<file path="src/rtl/ddmtd_pkg.sv">
// Shared definitions for the DDMTD lock controller: FSM state encoding and
// the default phase-error width.
package ddmtd_pkg;

  localparam int PHASE_W_DEF = 18;

  typedef enum logic [1:0] {
    ST_IDLE    = 2'd0,
    ST_ACQUIRE = 2'd1,
    ST_LOCKED  = 2'd2
  } state_e;

endpackage

</file>
<file path="src/rtl/ddmtd_lock_ctrl_if.sv">
// Sample stream into the lock controller and its status/average outputs.
// master drives samples (DDMTD core side), slave is the lock controller.
interface ddmtd_lock_ctrl_if
  import ddmtd_pkg::*;
#(
  parameter int PHASE_W = PHASE_W_DEF
);

  logic                      phase_valid;
  logic signed [PHASE_W-1:0] phase_err;
  logic                      avg_valid;
  logic signed [PHASE_W-1:0] avg_err;
  logic                      locked;
  logic                      lost;
  logic                      stall;
  logic [1:0]                state;

  modport master (
    output phase_valid, phase_err,
    input  avg_valid, avg_err, locked, lost, stall, state
  );

  modport slave (
    input  phase_valid, phase_err,
    output avg_valid, avg_err, locked, lost, stall, state
  );

endinterface

</file>
<file path="src/rtl/ddmtd_avg.sv">
// Windowed averager: sums 2^LOG2_AVG accepted samples and registers the
// floor-rounded mean; win_done/win_avg expose the completing window early.
module ddmtd_avg
  import ddmtd_pkg::*;
#(
  parameter int PHASE_W  = PHASE_W_DEF,
  parameter int LOG2_AVG = 3
) (
  input  logic                      clk_sys,
  input  logic                      rst,
  input  logic                      clear,
  input  logic                      accept,
  input  logic signed [PHASE_W-1:0] sample,
  output logic                      win_done,
  output logic signed [PHASE_W-1:0] win_avg,
  output logic                      avg_valid,
  output logic signed [PHASE_W-1:0] avg_err
);

  // LOG2_AVG guard bits hold a full window of worst-case samples.
  localparam int ACC_W = PHASE_W + LOG2_AVG;

  logic signed [ACC_W-1:0]  acc_q;
  logic signed [ACC_W-1:0]  acc_sum;
  logic        [LOG2_AVG-1:0] cnt_q;

  assign acc_sum  = acc_q + ACC_W'(sample);
  assign win_done = accept && (cnt_q == '1);
  assign win_avg  = PHASE_W'(acc_sum >>> LOG2_AVG);

  // NOTE: sequential state uses non-blocking assignments so every register samples pre-edge values.
  always_ff @(posedge clk_sys) begin
    if (rst) begin
      acc_q     <= '0;
      cnt_q     <= '0;
      avg_valid <= 1'b0;
      avg_err   <= '0;
    end else if (clear) begin
      acc_q     <= '0;
      cnt_q     <= '0;
      avg_valid <= 1'b0;
    end else begin
      avg_valid <= win_done;
      if (win_done) begin
        acc_q   <= '0;
        cnt_q   <= '0;
        avg_err <= win_avg;
      end else if (accept) begin
        acc_q <= acc_sum;
        cnt_q <= cnt_q + LOG2_AVG'(1);
      end
    end
  end

endmodule

</file>
<file path="src/rtl/ddmtd_lock_ctrl.sv">
// DDMTD lock controller: averages phase-error windows, declares/drops lock
// with hysteresis counters, and runs a watchdog on the sample stream.
module ddmtd_lock_ctrl
  import ddmtd_pkg::*;
#(
  parameter int PHASE_W    = PHASE_W_DEF,
  parameter int LOG2_AVG   = 3,
  parameter int LOCK_THR   = 64,
  parameter int LOCK_CNT   = 4,
  parameter int UNLOCK_CNT = 2,
  parameter int TO_LOG2    = 12
) (
  input  logic             clk_sys,
  input  logic             rst,
  input  logic             enable,
  ddmtd_lock_ctrl_if.slave bus
);

  localparam int GOOD_W = $clog2(LOCK_CNT + 1);
  localparam int BAD_W  = $clog2(UNLOCK_CNT + 1);
  // Expiry fires on the edge that would take the idle count to 2^TO_LOG2-1.
  localparam logic [TO_LOG2-1:0] IDLE_LAST = TO_LOG2'((2 ** TO_LOG2) - 2);

  state_e                    state_q, state_d;
  logic [GOOD_W-1:0]         good_q, good_d;
  logic [BAD_W-1:0]          bad_q, bad_d;
  logic [TO_LOG2-1:0]        idle_q, idle_d;
  logic                      stall_q, stall_d;
  logic                      lost_q, lost_d;
  logic                      active;
  logic                      accept;
  logic                      wd_fire;
  logic                      win_done;
  logic                      in_tol;
  logic signed [PHASE_W-1:0] win_avg;
  logic                      avg_valid;
  logic signed [PHASE_W-1:0] avg_err;
  logic signed [PHASE_W:0]   avg_ext;
  logic        [PHASE_W:0]   avg_mag;

  assign active = (state_q == ST_ACQUIRE) || (state_q == ST_LOCKED);
  assign accept = enable && bus.phase_valid && active;

  ddmtd_avg #(
    .PHASE_W  (PHASE_W),
    .LOG2_AVG (LOG2_AVG)
  ) u_avg (
    .clk_sys   (clk_sys),
    .rst       (rst),
    .clear     (!enable || wd_fire),
    .accept    (accept),
    .sample    (bus.phase_err),
    .win_done  (win_done),
    .win_avg   (win_avg),
    .avg_valid (avg_valid),
    .avg_err   (avg_err)
  );

  // One extra bit so the most negative average has a representable magnitude.
  assign avg_ext = {win_avg[PHASE_W-1], win_avg};
  assign avg_mag = avg_ext[PHASE_W] ? -avg_ext : avg_ext;
  assign in_tol  = (avg_mag <= (PHASE_W + 1)'(LOCK_THR));

  // NOTE: every combinational output gets a default first so no path can infer a latch.
  always_comb begin
    state_d = state_q;
    good_d  = good_q;
    bad_d   = bad_q;
    idle_d  = idle_q;
    stall_d = stall_q;
    lost_d  = 1'b0;
    wd_fire = 1'b0;

    if (!enable) begin
      state_d = ST_IDLE;
      good_d  = '0;
      bad_d   = '0;
      idle_d  = '0;
      stall_d = 1'b0;
    end else if (!active) begin
      state_d = ST_ACQUIRE;
      good_d  = '0;
      bad_d   = '0;
      idle_d  = '0;
      stall_d = 1'b0;
    end else begin
      if (accept) begin
        idle_d  = '0;
        stall_d = 1'b0;
      end else if (idle_q == IDLE_LAST) begin
        wd_fire = 1'b1;
        idle_d  = '0;
        stall_d = 1'b1;
        good_d  = '0;
        bad_d   = '0;
        state_d = ST_ACQUIRE;
        lost_d  = (state_q == ST_LOCKED);
      end else begin
        idle_d = idle_q + TO_LOG2'(1);
      end

      // Lock decisions happen only on the edge that completes a window.
      if (win_done) begin
        if (state_q == ST_ACQUIRE) begin
          if (!in_tol) begin
            good_d = '0;
          end else if (good_q == GOOD_W'(LOCK_CNT - 1)) begin
            state_d = ST_LOCKED;
            good_d  = '0;
            bad_d   = '0;
          end else begin
            good_d = good_q + GOOD_W'(1);
          end
        end else begin
          if (in_tol) begin
            bad_d = '0;
          end else if (bad_q == BAD_W'(UNLOCK_CNT - 1)) begin
            state_d = ST_ACQUIRE;
            lost_d  = 1'b1;
            good_d  = '0;
            bad_d   = '0;
          end else begin
            bad_d = bad_q + BAD_W'(1);
          end
        end
      end
    end
  end

  always_ff @(posedge clk_sys) begin
    if (rst) begin
      state_q <= ST_IDLE;
      good_q  <= '0;
      bad_q   <= '0;
      idle_q  <= '0;
      stall_q <= 1'b0;
      lost_q  <= 1'b0;
    end else begin
      state_q <= state_d;
      good_q  <= good_d;
      bad_q   <= bad_d;
      idle_q  <= idle_d;
      stall_q <= stall_d;
      lost_q  <= lost_d;
    end
  end

  assign bus.avg_valid = avg_valid;
  assign bus.avg_err   = avg_err;
  assign bus.locked    = (state_q == ST_LOCKED);
  assign bus.lost      = lost_q;
  assign bus.stall     = stall_q;
  assign bus.state     = state_q;

endmodule

</file>
<file path="src/flat_wrapper.sv">
// flat-port wrapper written by rule: the top's interface ports become plain ports
module ddmtd_lock_ctrl_flat import ddmtd_pkg::*;
#(
  parameter int PHASE_W    = PHASE_W_DEF,
  parameter int LOG2_AVG   = 3,
  parameter int LOCK_THR   = 64,
  parameter int LOCK_CNT   = 4,
  parameter int UNLOCK_CNT = 2,
  parameter int TO_LOG2    = 12
)
  (clk_sys, rst, enable, bus_phase_valid, bus_phase_err, bus_avg_valid, bus_avg_err, bus_locked, bus_lost, bus_stall, bus_state);
  ddmtd_lock_ctrl_if #(.PHASE_W(PHASE_W)) bus_i ();
  input  logic clk_sys;
  input  logic rst;
  input  logic enable;
  input wire logic [$bits(bus_i.phase_valid)-1:0] bus_phase_valid;
  input wire logic [$bits(bus_i.phase_err)-1:0] bus_phase_err;
  output wire logic [$bits(bus_i.avg_valid)-1:0] bus_avg_valid;
  output wire logic [$bits(bus_i.avg_err)-1:0] bus_avg_err;
  output wire logic [$bits(bus_i.locked)-1:0] bus_locked;
  output wire logic [$bits(bus_i.lost)-1:0] bus_lost;
  output wire logic [$bits(bus_i.stall)-1:0] bus_stall;
  output wire logic [$bits(bus_i.state)-1:0] bus_state;
  assign bus_i.phase_valid = bus_phase_valid;
  assign bus_i.phase_err = bus_phase_err;
  assign bus_avg_valid = bus_i.avg_valid;
  assign bus_avg_err = bus_i.avg_err;
  assign bus_locked = bus_i.locked;
  assign bus_lost = bus_i.lost;
  assign bus_stall = bus_i.stall;
  assign bus_state = bus_i.state;
  ddmtd_lock_ctrl #(.PHASE_W(PHASE_W), .LOG2_AVG(LOG2_AVG), .LOCK_THR(LOCK_THR), .LOCK_CNT(LOCK_CNT), .UNLOCK_CNT(UNLOCK_CNT), .TO_LOG2(TO_LOG2)) u_core (.clk_sys(clk_sys), .rst(rst), .enable(enable), .bus(bus_i));
endmodule
</file>
<file path="config.mk">
export PLATFORM = sky130hd
export DESIGN_NAME = ddmtd_lock_ctrl_flat
export DESIGN_NICKNAME = d
export VERILOG_FILES = /design/src/rtl/ddmtd_pkg.sv /design/src/rtl/ddmtd_lock_ctrl_if.sv /design/src/rtl/ddmtd_avg.sv /design/src/rtl/ddmtd_lock_ctrl.sv /design/src/flat_wrapper.sv
export SDC_FILE = /design/constraint.sdc
export NUM_CORES = 1
export LEC_CHECK = 0
export BUFFER_PORTS_ARGS = -buffer_cell sky130_fd_sc_hd__buf_2
export CAP_MARGIN = 20
export CELL_PAD_IN_SITES_DETAIL_PLACEMENT = 2
export CELL_PAD_IN_SITES_GLOBAL_PLACEMENT = 2
export CORE_MARGIN = 2
export CORE_UTILIZATION = 36
export CTS_BUF_LIST = sky130_fd_sc_hd__clkbuf_16
export DETAILED_ROUTE_END_ITERATION = 6
export PLACE_DENSITY = 0.88
export RECOVER_POWER = 25
export SYNTH_ARGS = -nofsm -noshare
export SYNTH_HDL_FRONTEND = slang
export SYNTH_HIERARCHICAL = 1
export SYNTH_SLANG_ARGS = --single-unit
</file>
<file path="constraint.sdc">
create_clock -name clk_sys -period 5.7 [get_ports clk_sys]
set_input_delay 1.14 -clock clk_sys [delete_from_list [all_inputs] [get_ports clk_sys]]
set_output_delay 1.14 -clock clk_sys [all_outputs]
set_load 0.1 [all_outputs]
</file>
==> qor.tcl, run 1 <==
set qor(dpl-instance-area_sq_um) 4573
set qor(vias_per_cell) 5.790
set qor(tritoncts.num_buffers) 9
set qor(worstMarginPinSlew_ps) 1382
set qor(floorplan.die.width_microns) 113.9
set qor(reg2reg_to) {u_core/bad_q[0]$_SDFF_PP0_}
set qor(grt_start_max_net_pins) 44
set qor(groute.usage.overall_pct) 22.94
set qor(finalWorstPathRequiredPeriod_ps) 5365
set qor(number_of_routed_nets_with_antenna_violations) 0
set qor(design.die.area_sq_um) 12970
set qor(leakage_nw) 1.820
set qor(cts.htree.levels) 3
set qor(synthesis_to_finish_area_growth_pct) 11.19
set qor(synth-main-ff-cell) {sky130_fd_sc_hd__dfxtp_1}
set qor(antenna_cells_inserted) 0
set qor(hold_path_end) {u_core/bad_q[1]$_SDFF_PP0_}
set qor(cp_max_delay_cell) {sky130_fd_sc_hd__or4_4}
set qor(cts.sink_count) 64
set qor(async_flop_share_pct) 0
set qor(synth_sequential_area_ratio_pct) 29.47
set qor(ir_drop_mv) 0.1025
set qor(reg2reg_depth) 16
set qor(max_freq_ghz) 0.1864
set qor(io_pins) 46
set qor(ys_ff_latch) 64
set qor(num_rows) 40
set qor(cts-root-buf) {sky130_fd_sc_hd__clkbuf_16}
set qor(synth_warnings) 6
set qor(report.final.slew_viol_count) 0
set qor(min_delay_startpoint) {u_core/bad_q[1]$_SDFF_PP0_}
set qor(gpl.final_weighted_congestion) 0.8596
set qor(critPathMaxFanout) 9
set qor(cts_hold_repair.buffers) 0
set qor(drt_first_pass_iters) 4
set qor(report.final.hold_viol_count) 0
set qor(fin_worst_skew_ps) 6.845
set qor(synth.cell_area_sq_um) 4348
set qor(synth_enable_flop_cells) 0
set qor(nature_of_the_critical_path_endpoint) {register}
set qor(syn-num-nets) 585
set qor(dp_hpwl_microns) 10570
set qor(proportion_of_layout_cells_with_a_drive_suffix_above_1_pct) 11.55
set qor(worstPathArrival_ps) 5600
set qor(slew_headroom_pct) 7.882
set qor(fin_crit_sh_pct) 94.12
set qor(post_cts_resized) 0
set qor(detailroute.via_count) 4111
set qor(final_nets) 608
set qor(r2r_start) {u_core/u_avg/acc_q[0]$_SDFFE_PP0P_}
set qor(overflow) 0
set qor(stage_delay_of_the_slowest_cell_on_the_critical_path_ps) 560
set qor(worst-setup-path-type) {input port to register}
set qor(numPortBuffers) 45
set qor(die_h_microns) 113.9
set qor(number_of_drc_markers_in_iteration_0) 145
set qor(starting_density_pct) 36.50
set qor(timing.hold.worst_path_depth) 1
set qor(first_global_vias) 4583
set qor(critical_path.cell_chain) {buf_2 > ha_1 > fa_1 > a21o_1 > and4_4 > o21a_1 > o21a_1 > or3_1 > and2_1 > or3_1 > o311ai_0 > o31ai_1 > or4_4 > a2111oi_4 > buf_4 > a31oi_1 > a21o_1}
set qor(core_sq_um) 11910
set qor(final-setup-viol-count) 0
set qor(hold_path.class) {register to register}
set qor(worstSkewPairLatency_ps) 340
set qor(rsz0062_at_grt) {false}
set qor(power.density_nw_per_um2) 231.3
set qor(ctsLongestPathBuffers) 2
set qor(synthCells) 535
set qor(start_kind) {input port}
set qor(run_status) {completed}
set qor(drv.max_cap_violation_count) 0
set qor(postCtsSetupRepairBufs) 0
set qor(cts_tree) {built}
set qor(grt_pass1_wl_microns) 23450
set qor(postLayoutCellArea_sq_um) 4835
set qor(cell_variety_after_synth) 74
set qor(synthesis.area_per_instance_sq_um) 8.127
set qor(clkSlewWorstSetupHoldPaths_ps) 60
set qor(ff2ff_setup_slack_ps) 940
set qor(totalNegativeSetupSlack_ps) 0
set qor(route.detailed.wl_per_inst_microns) 20.11
set qor(antenna_found_initial) 0
set qor(required_time_reported_for_the_critical_path_endpoint_ps) 5930
set qor(route.detailed.drc) 0
set qor(finalWirelength_microns) 14280
==> cells in the final DEF (no fill, tap or decap), types with 6 or more instances in the layout <==
cell	count
sky130_fd_sc_hd__nand4_1	7
sky130_fd_sc_hd__nand2b_1	7
sky130_fd_sc_hd__ha_1	27
sky130_fd_sc_hd__nor2_1	42
sky130_fd_sc_hd__mux2i_1	12
sky130_fd_sc_hd__buf_4	9
sky130_fd_sc_hd__o21a_1	8
sky130_fd_sc_hd__nor3_1	15
sky130_fd_sc_hd__buf_2	23
sky130_fd_sc_hd__nand2_1	54
sky130_fd_sc_hd__inv_1	13
sky130_fd_sc_hd__dfxtp_1	64
sky130_fd_sc_hd__a21oi_1	39
sky130_fd_sc_hd__or3_1	10
sky130_fd_sc_hd__clkbuf_16	9
sky130_fd_sc_hd__nor4_1	7
sky130_fd_sc_hd__clkbuf_1	22
sky130_fd_sc_hd__a21o_1	9
sky130_fd_sc_hd__a31oi_1	6
sky130_fd_sc_hd__xnor2_1	18
sky130_fd_sc_hd__nand3_1	32
sky130_fd_sc_hd__o21ai_0	15
sky130_fd_sc_hd__o21ai_1	6
sky130_fd_sc_hd__and3_1	7
sky130_fd_sc_hd__xor2_1	9
==> worst max path at each step <==
| stage | start | end | slack (ps) | depth (start not counted) |
|---|---|---|---|---|
| finish | bus_phase_err[0] | u_core/bad_q[0]$_SDFF_PP0_ | 340 | 17 |
| detailed placement | bus_phase_err[0] | u_core/bus.state[1]$_SDFF_PP0_ | 50 | 17 |
| global placement | bus_phase_err[0] | u_core/bad_q[0]$_SDFF_PP0_ | 210 | 17 |
| global route | bus_phase_err[0] | u_core/bus.state[1]$_SDFF_PP0_ | 160 | 17 |
| CTS | bus_phase_err[0] | u_core/bad_q[0]$_SDFF_PP0_ | 350 | 17 |
| floorplan | bus_phase_err[0] | u_core/bad_q[0]$_SDFF_PP0_ | 370 | 16 |
==> state kept, by name, indices dropped and copies added (netlist names) <==
name                    flops
u_core/u_avg/acc_q         21
u_core/bus.lost             1
u_core/bus.state            2
u_core/u_avg/cnt_q          3
u_core/bad_q                2
u_core/bus.stall            1
u_core/u_avg/avg_valid      1
u_core/good_q               3
u_core/idle_q              12
u_core/u_avg/avg_err       18
==> per-stage QoR <==
| step | power [W] | std cells | utilization [%] | setup slack, ps | hold slack, ps |
|---|---|---|---|---|---|
| floorplan | 0.0005527 | 535 | - | 367.9 | 415.4 |
| global placement | 0.0005721 | 693 | 38.33 | 205.3 | 426.1 |
| detailed placement | 0.0005786 | 694 | 38.39 | 45.87 | 443.9 |
| CTS | 0.001130 | 710 | 40.82 | 350.5 | 451.2 |
| global route | 0.001157 | 710 | 40.59 | 160.3 | 462.3 |
| finish | 0.001118 | 710 | 40.59 | 335.3 | 449.5 |
==> worst max-delay path, delay by kind of cell <==
| family | cells | cell delay, ps |
|---|---|---|
| buffers and inverters | 2 | 320 |
| AND/OR/NAND/NOR | 5 | 1740 |
| adder cells (fa/ha/maj) | 2 | 630 |
| AO/OA/AOI/OAI | 8 | 1770 |
==> cell type report <==
class | instances | area [sq um]
multi-input cells | 416 | 2766
well taps | 147 | 183.9
fillers | 1402 | 7077
clock inverters | 7 | 63.81
flip-flops and latches | 64 | 1281
inverters | 13 | 48.80
clock buffers | 9 | 225.2
repair buffers | 54 | 265.3
==> per-layer routing <==
metal / up-vias / routed length [microns] / track usage, % / part of all wire (%)
met4: 0 / 344 / 9.837 / 2.4
met5: - / 0 / 0 / 0
met1: 2050 / 6201 / 27.70 / 43
li1: 1960 / - / - / -
met2: 78 / 7201 / 40.52 / 50
met3: 23 / 532 / 3.507 / 3.7
==> synthesized netlist by cell type, drive strengths merged (9+ instances only) <==
cell / n / share of area [%]
buf: 31 / 5.1
a21oi: 40 / 4.7
xor2: 9 / 1.8
clkbuf: 11 / 0.95
nor3: 16 / 1.8
a21o: 11 / 2.0
dfxtp: 64 / 29
mux2i: 12 / 2.8
nand3: 32 / 3.7
nand2: 54 / 4.7
inv: 12 / 1.0
o21ai: 23 / 3.0
or3: 10 / 1.4
ha: 27 / 7.8
xnor2: 18 / 3.6
nor2: 44 / 3.9
==> kinds of logic (layout without fill, tap and decap cells) <==
family          Yosys count  in the layout  synth area share, %
simple gates            220            220                26.04
compound gates          128            128                20.35
flops                    64             64                29.47
buf+inv                  55             83                7.194
fa+ha+maj                28             28                8.230
xor+xnor                 28             28                5.957
mux                      12             12                2.763
==> report_power, final <==
group,switching [W],internal (W),leakage [nW],total [W]
sequential,0.00000136,0.000449,0.516,0.000451
combinational,0.0000806,0.0000396,1.16,0.000120
clock,0.000213,0.000334,0.144,0.000548
total,0.000295,0.000823,1.82,0.00112
Note: power is estimated with default switching activity, not from simulation.
==> run 2: changes to the inputs <==
--- a/config.mk
+++ b/config.mk
@@ -13,7 +13,7 @@
 export CORE_UTILIZATION = 36
 export CTS_BUF_LIST = sky130_fd_sc_hd__clkbuf_16
 export DETAILED_ROUTE_END_ITERATION = 6
-export PLACE_DENSITY = 0.88
+export PLACE_DENSITY = 0.89
 export RECOVER_POWER = 25
 export SYNTH_ARGS = -nofsm -noshare
 export SYNTH_HDL_FRONTEND = slang
==> constraint.sdc (replaced) <==
create_clock -name clk_sys -period 5.7 [get_ports clk_sys]
set_input_delay 0.855 -clock clk_sys [delete_from_list [all_inputs] [get_ports clk_sys]]
set_output_delay 0.855 -clock clk_sys [all_outputs]
set_load 0.1 [all_outputs]
==> run 2 against run 1 <==
Critical path type unchanged. Die area unchanged. Largest power group unchanged. Largest cell class unchanged. Sequential share of layout area down 0.11 points. Highest routed layer unchanged. Setup slack better by 140 ps. Clock skew up 1.5 ps. Cell area up 0.41%.
==> qor.tcl, run 2 (synthesis gave the netlist of run 1 again) <==
set qor(nature_of_the_critical_path_endpoint) {register} ;# unchanged
set qor(most-common-layout-cells) {sky130_fd_sc_hd__dfxtp_1 (64), sky130_fd_sc_hd__nand2_1 (54), sky130_fd_sc_hd__nor2_1 (42)} ;# unchanged
set qor(worst-setup-path-type) {input port to register} ;# unchanged
set qor(leading_cell_type_in_the_layout_fill_and_taps_excluded) {sky130_fd_sc_hd__dfxtp_1} ;# unchanged
set qor(cp_max_delay_cell) {sky130_fd_sc_hd__a2111oi_4} ;# was sky130_fd_sc_hd__or4_4
set qor(cts.sink_count) 64 ;# unchanged
set qor(grt_pass1_wl_microns) 23430 ;# was 23450 microns
set qor(critical_path.top_delay_family) {compound AO/OA/AOI/OAI gates} ;# unchanged
set qor(clkSlewWorstSetupHoldPaths_ps) 50 ;# was 60 ps
set qor(num_rows) 40 ;# unchanged
set qor(critical_path.cell_chain) {buf_2 > ha_1 > fa_1 > a21o_1 > and4_4 > o21a_1 > o21a_1 > or3_1 > and2_1 > or3_1 > o311ai_0 > o31ai_1 > or4_4 > a2111oi_4 > a31oi_1 > a21o_1} ;# was buf_2 > ha_1 > fa_1 > a21o_1 > and4_4 > o21a_1 > o21a_1 > or3_1 > and2_1 > or3_1 > o311ai_0 > o31ai_1 > or4_4 > a2111oi_4 > buf_4 > a31oi_1 > a21o_1
set qor(ff2ff_setup_slack_ps) 790 ;# was 940 ps
set qor(fin_worst_skew_ps) 8.321 ;# was 6.845 ps
set qor(run_status) {completed} ;# unchanged
set qor(rsz0062_at_grt) {false} ;# unchanged
set qor(detailroute.via_count) 4100 ;# was 4111
set qor(gpl.final_weighted_congestion) 0.8505 ;# was 0.8596
set qor(grt_start_max_net_pins) 44 ;# unchanged
set qor(proportion_of_layout_cells_with_a_drive_suffix_above_1_pct) 10.91 ;# was 11.55%
set qor(totalNegativeSetupSlack_ps) 0 ;# unchanged
set qor(max_freq_ghz) 0.1914 ;# was 0.1864 GHz
set qor(vias_per_cell) 5.807 ;# was 5.790
set qor(antenna_found_initial) 0 ;# unchanged
set qor(top_flop_regs) {u_core/u_avg/acc_q: 21 flops, u_core/u_avg/avg_err: 18 flops, u_core/idle_q: 12 flops} ;# unchanged
set qor(drv.max_cap_violation_count) 0 ;# unchanged
set qor(worstPathArrival_ps) 5450 ;# was 5600 ps
set qor(report.final.hold_viol_count) 0 ;# unchanged
set qor(postCtsSetupRepairBufs) 0 ;# unchanged
set qor(hold_path.class) {register to register} ;# unchanged
set qor(overflow) 0 ;# unchanged
set qor(start_kind) {input port} ;# unchanged
set qor(stage_delay_of_the_slowest_cell_on_the_critical_path_ps) 640 ;# was 560 ps
set qor(floorplan.die.width_microns) 113.9 ;# unchanged
set qor(dp_hpwl_microns) 10380 ;# was 10570 microns
set qor(numPortBuffers) 45 ;# unchanged
set qor(number_of_fillers_in_the_final_layout) 1392 ;# was 1402
set qor(report.final.slew_viol_count) 0 ;# unchanged
set qor(groute.usage.overall_pct) 22.98 ;# was 22.94%
set qor(finalWorstPathRequiredPeriod_ps) 5224 ;# was 5365 ps
set qor(drt_first_pass_iters) 4 ;# unchanged
set qor(cp.buffers_inverters) 1 ;# was 2
set qor(antenna_cells_inserted) 0 ;# unchanged
set qor(finalWirelength_microns) 14260 ;# was 14280 microns
set qor(design.die.area_sq_um) 12970 ;# unchanged
set qor(cts.htree.levels) 3 ;# unchanged
set qor(ir_drop_mv) 0.09310 ;# was 0.1025 mV
set qor(worstMarginPinSlew_ps) 1316 ;# was 1382 ps
set qor(slew_headroom_pct) 12.25 ;# was 7.882%
set qor(route.detailed.drc) 0 ;# unchanged
set qor(number_of_drc_markers_in_iteration_0) 128 ;# was 145
set qor(worstSkewPairLatency_ps) 340 ;# about the same
set qor(fin_crit_sh_pct) 91.64 ;# was 94.12%
set qor(core_sq_um) 11910 ;# unchanged
set qor(first_global_vias) 4574 ;# was 4583
set qor(cts_hold_repair.buffers) 0 ;# unchanged
set qor(power.density_nw_per_um2) 248.5 ;# was 231.3 nW/um^2
set qor(die_h_microns) 113.9 ;# unchanged
set qor(final_nets) 604 ;# was 608
set qor(cts_tree) {built} ;# unchanged
set qor(largest_register_ffs) 21 ;# unchanged
set qor(ctsLongestPathBuffers) 2 ;# unchanged
set qor(cts-root-buf) {sky130_fd_sc_hd__clkbuf_16} ;# unchanged
set qor(final-setup-viol-count) 0 ;# unchanged
set qor(starting_density_pct) 36.50 ;# unchanged
set qor(critPathMaxFanout) 9 ;# unchanged
set qor(max_flop_register) {u_core/u_avg/acc_q} ;# unchanged
set qor(synthesis_to_finish_area_growth_pct) 11.65 ;# was 11.19%
set qor(tritoncts.num_buffers) 9 ;# unchanged
set qor(dp.cells) 689 ;# was 694
set qor(layoutNonFillerInstCount) 706 ;# was 710
set qor(number_of_routed_nets_with_antenna_violations) 0 ;# unchanged
set qor(leakage_nw) 1.825 ;# was 1.820 nW
set qor(route.detailed.wl_per_inst_microns) 20.20 ;# was 20.11 microns
set qor(io_pins) 46 ;# unchanged
set qor(required_time_reported_for_the_critical_path_endpoint_ps) 5930 ;# about the same
set qor(post_cts_resized) 0 ;# unchanged
[run 2: per-layer routing]
layer | global-route usage (%) | share of wire (%)
met1 | 27.47 | 43
met2 | 40.76 | 51
met3 | 3.454 | 3.3
met4 | 10.24 | 2.6
met5 | 0 | 0
[run 2: final cells by class]
type,instances,area [sq um],share of cell area (%)
Tap cell,147,183.9,3.789
Inverter,13,48.80,1.005
Clock inverter,7,111.4,2.294
Timing Repair Buffer,50,242.7,5.000
Clock buffer,9,225.2,4.639
Multi-Input combinational cell,416,2761,56.88
Sequential cell,64,1281,26.39
[run 2: tightest hold or removal path: stages (launching register included)]
cell                      delay [ps]
sky130_fd_sc_hd__dfxtp_1         310
sky130_fd_sc_hd__nand2_1          50
sky130_fd_sc_hd__nor2_1           40
[run 2: path summary, 6_finish.rpt]
check / startpoint / end / cells after the start
max reg2reg: u_core/u_avg/acc_q[0]$_SDFFE_PP0P_ / u_core/bad_q[0]$_SDFF_PP0_ / 15
min: u_core/good_q[2]$_SDFF_PP0_ / u_core/good_q[2]$_SDFF_PP0_ / 2
max: bus_phase_err[0] / u_core/bad_q[0]$_SDFF_PP0_ / 16
min reg2reg: u_core/good_q[2]$_SDFF_PP0_ / u_core/good_q[2]$_SDFF_PP0_ / 2
[run 2: through the flow]
step / power, W / utilization, % / worst slack (ps) / hold WS (ps) / area [sq um]
6_report: 0.001206 / 40.76 / 476.4 / 448.5 / 4855
5_1_grt: 0.001254 / 40.76 / 235.0 / 464.6 / 4855
4_1_cts: 0.001221 / 40.86 / 493.9 / 452.5 / 4867
3_5_place_dp: 0.0005760 / 38.04 / 195.9 / 440.0 / 4531
3_3_place_gp: 0.0005699 / 38.04 / 331.3 / 425.6 / 4531
2_1_floorplan: 0.0005527 / - / 652.9 / 415.4 / 4348
[run 2: power by group]
part / switching, W / leakage, nW / internal (W)
registers: 0.00000144 / 0.516 / 0.000449
clock network: 0.000213 / 0.167 / 0.000424
logic: 0.0000804 / 1.14 / 0.0000382
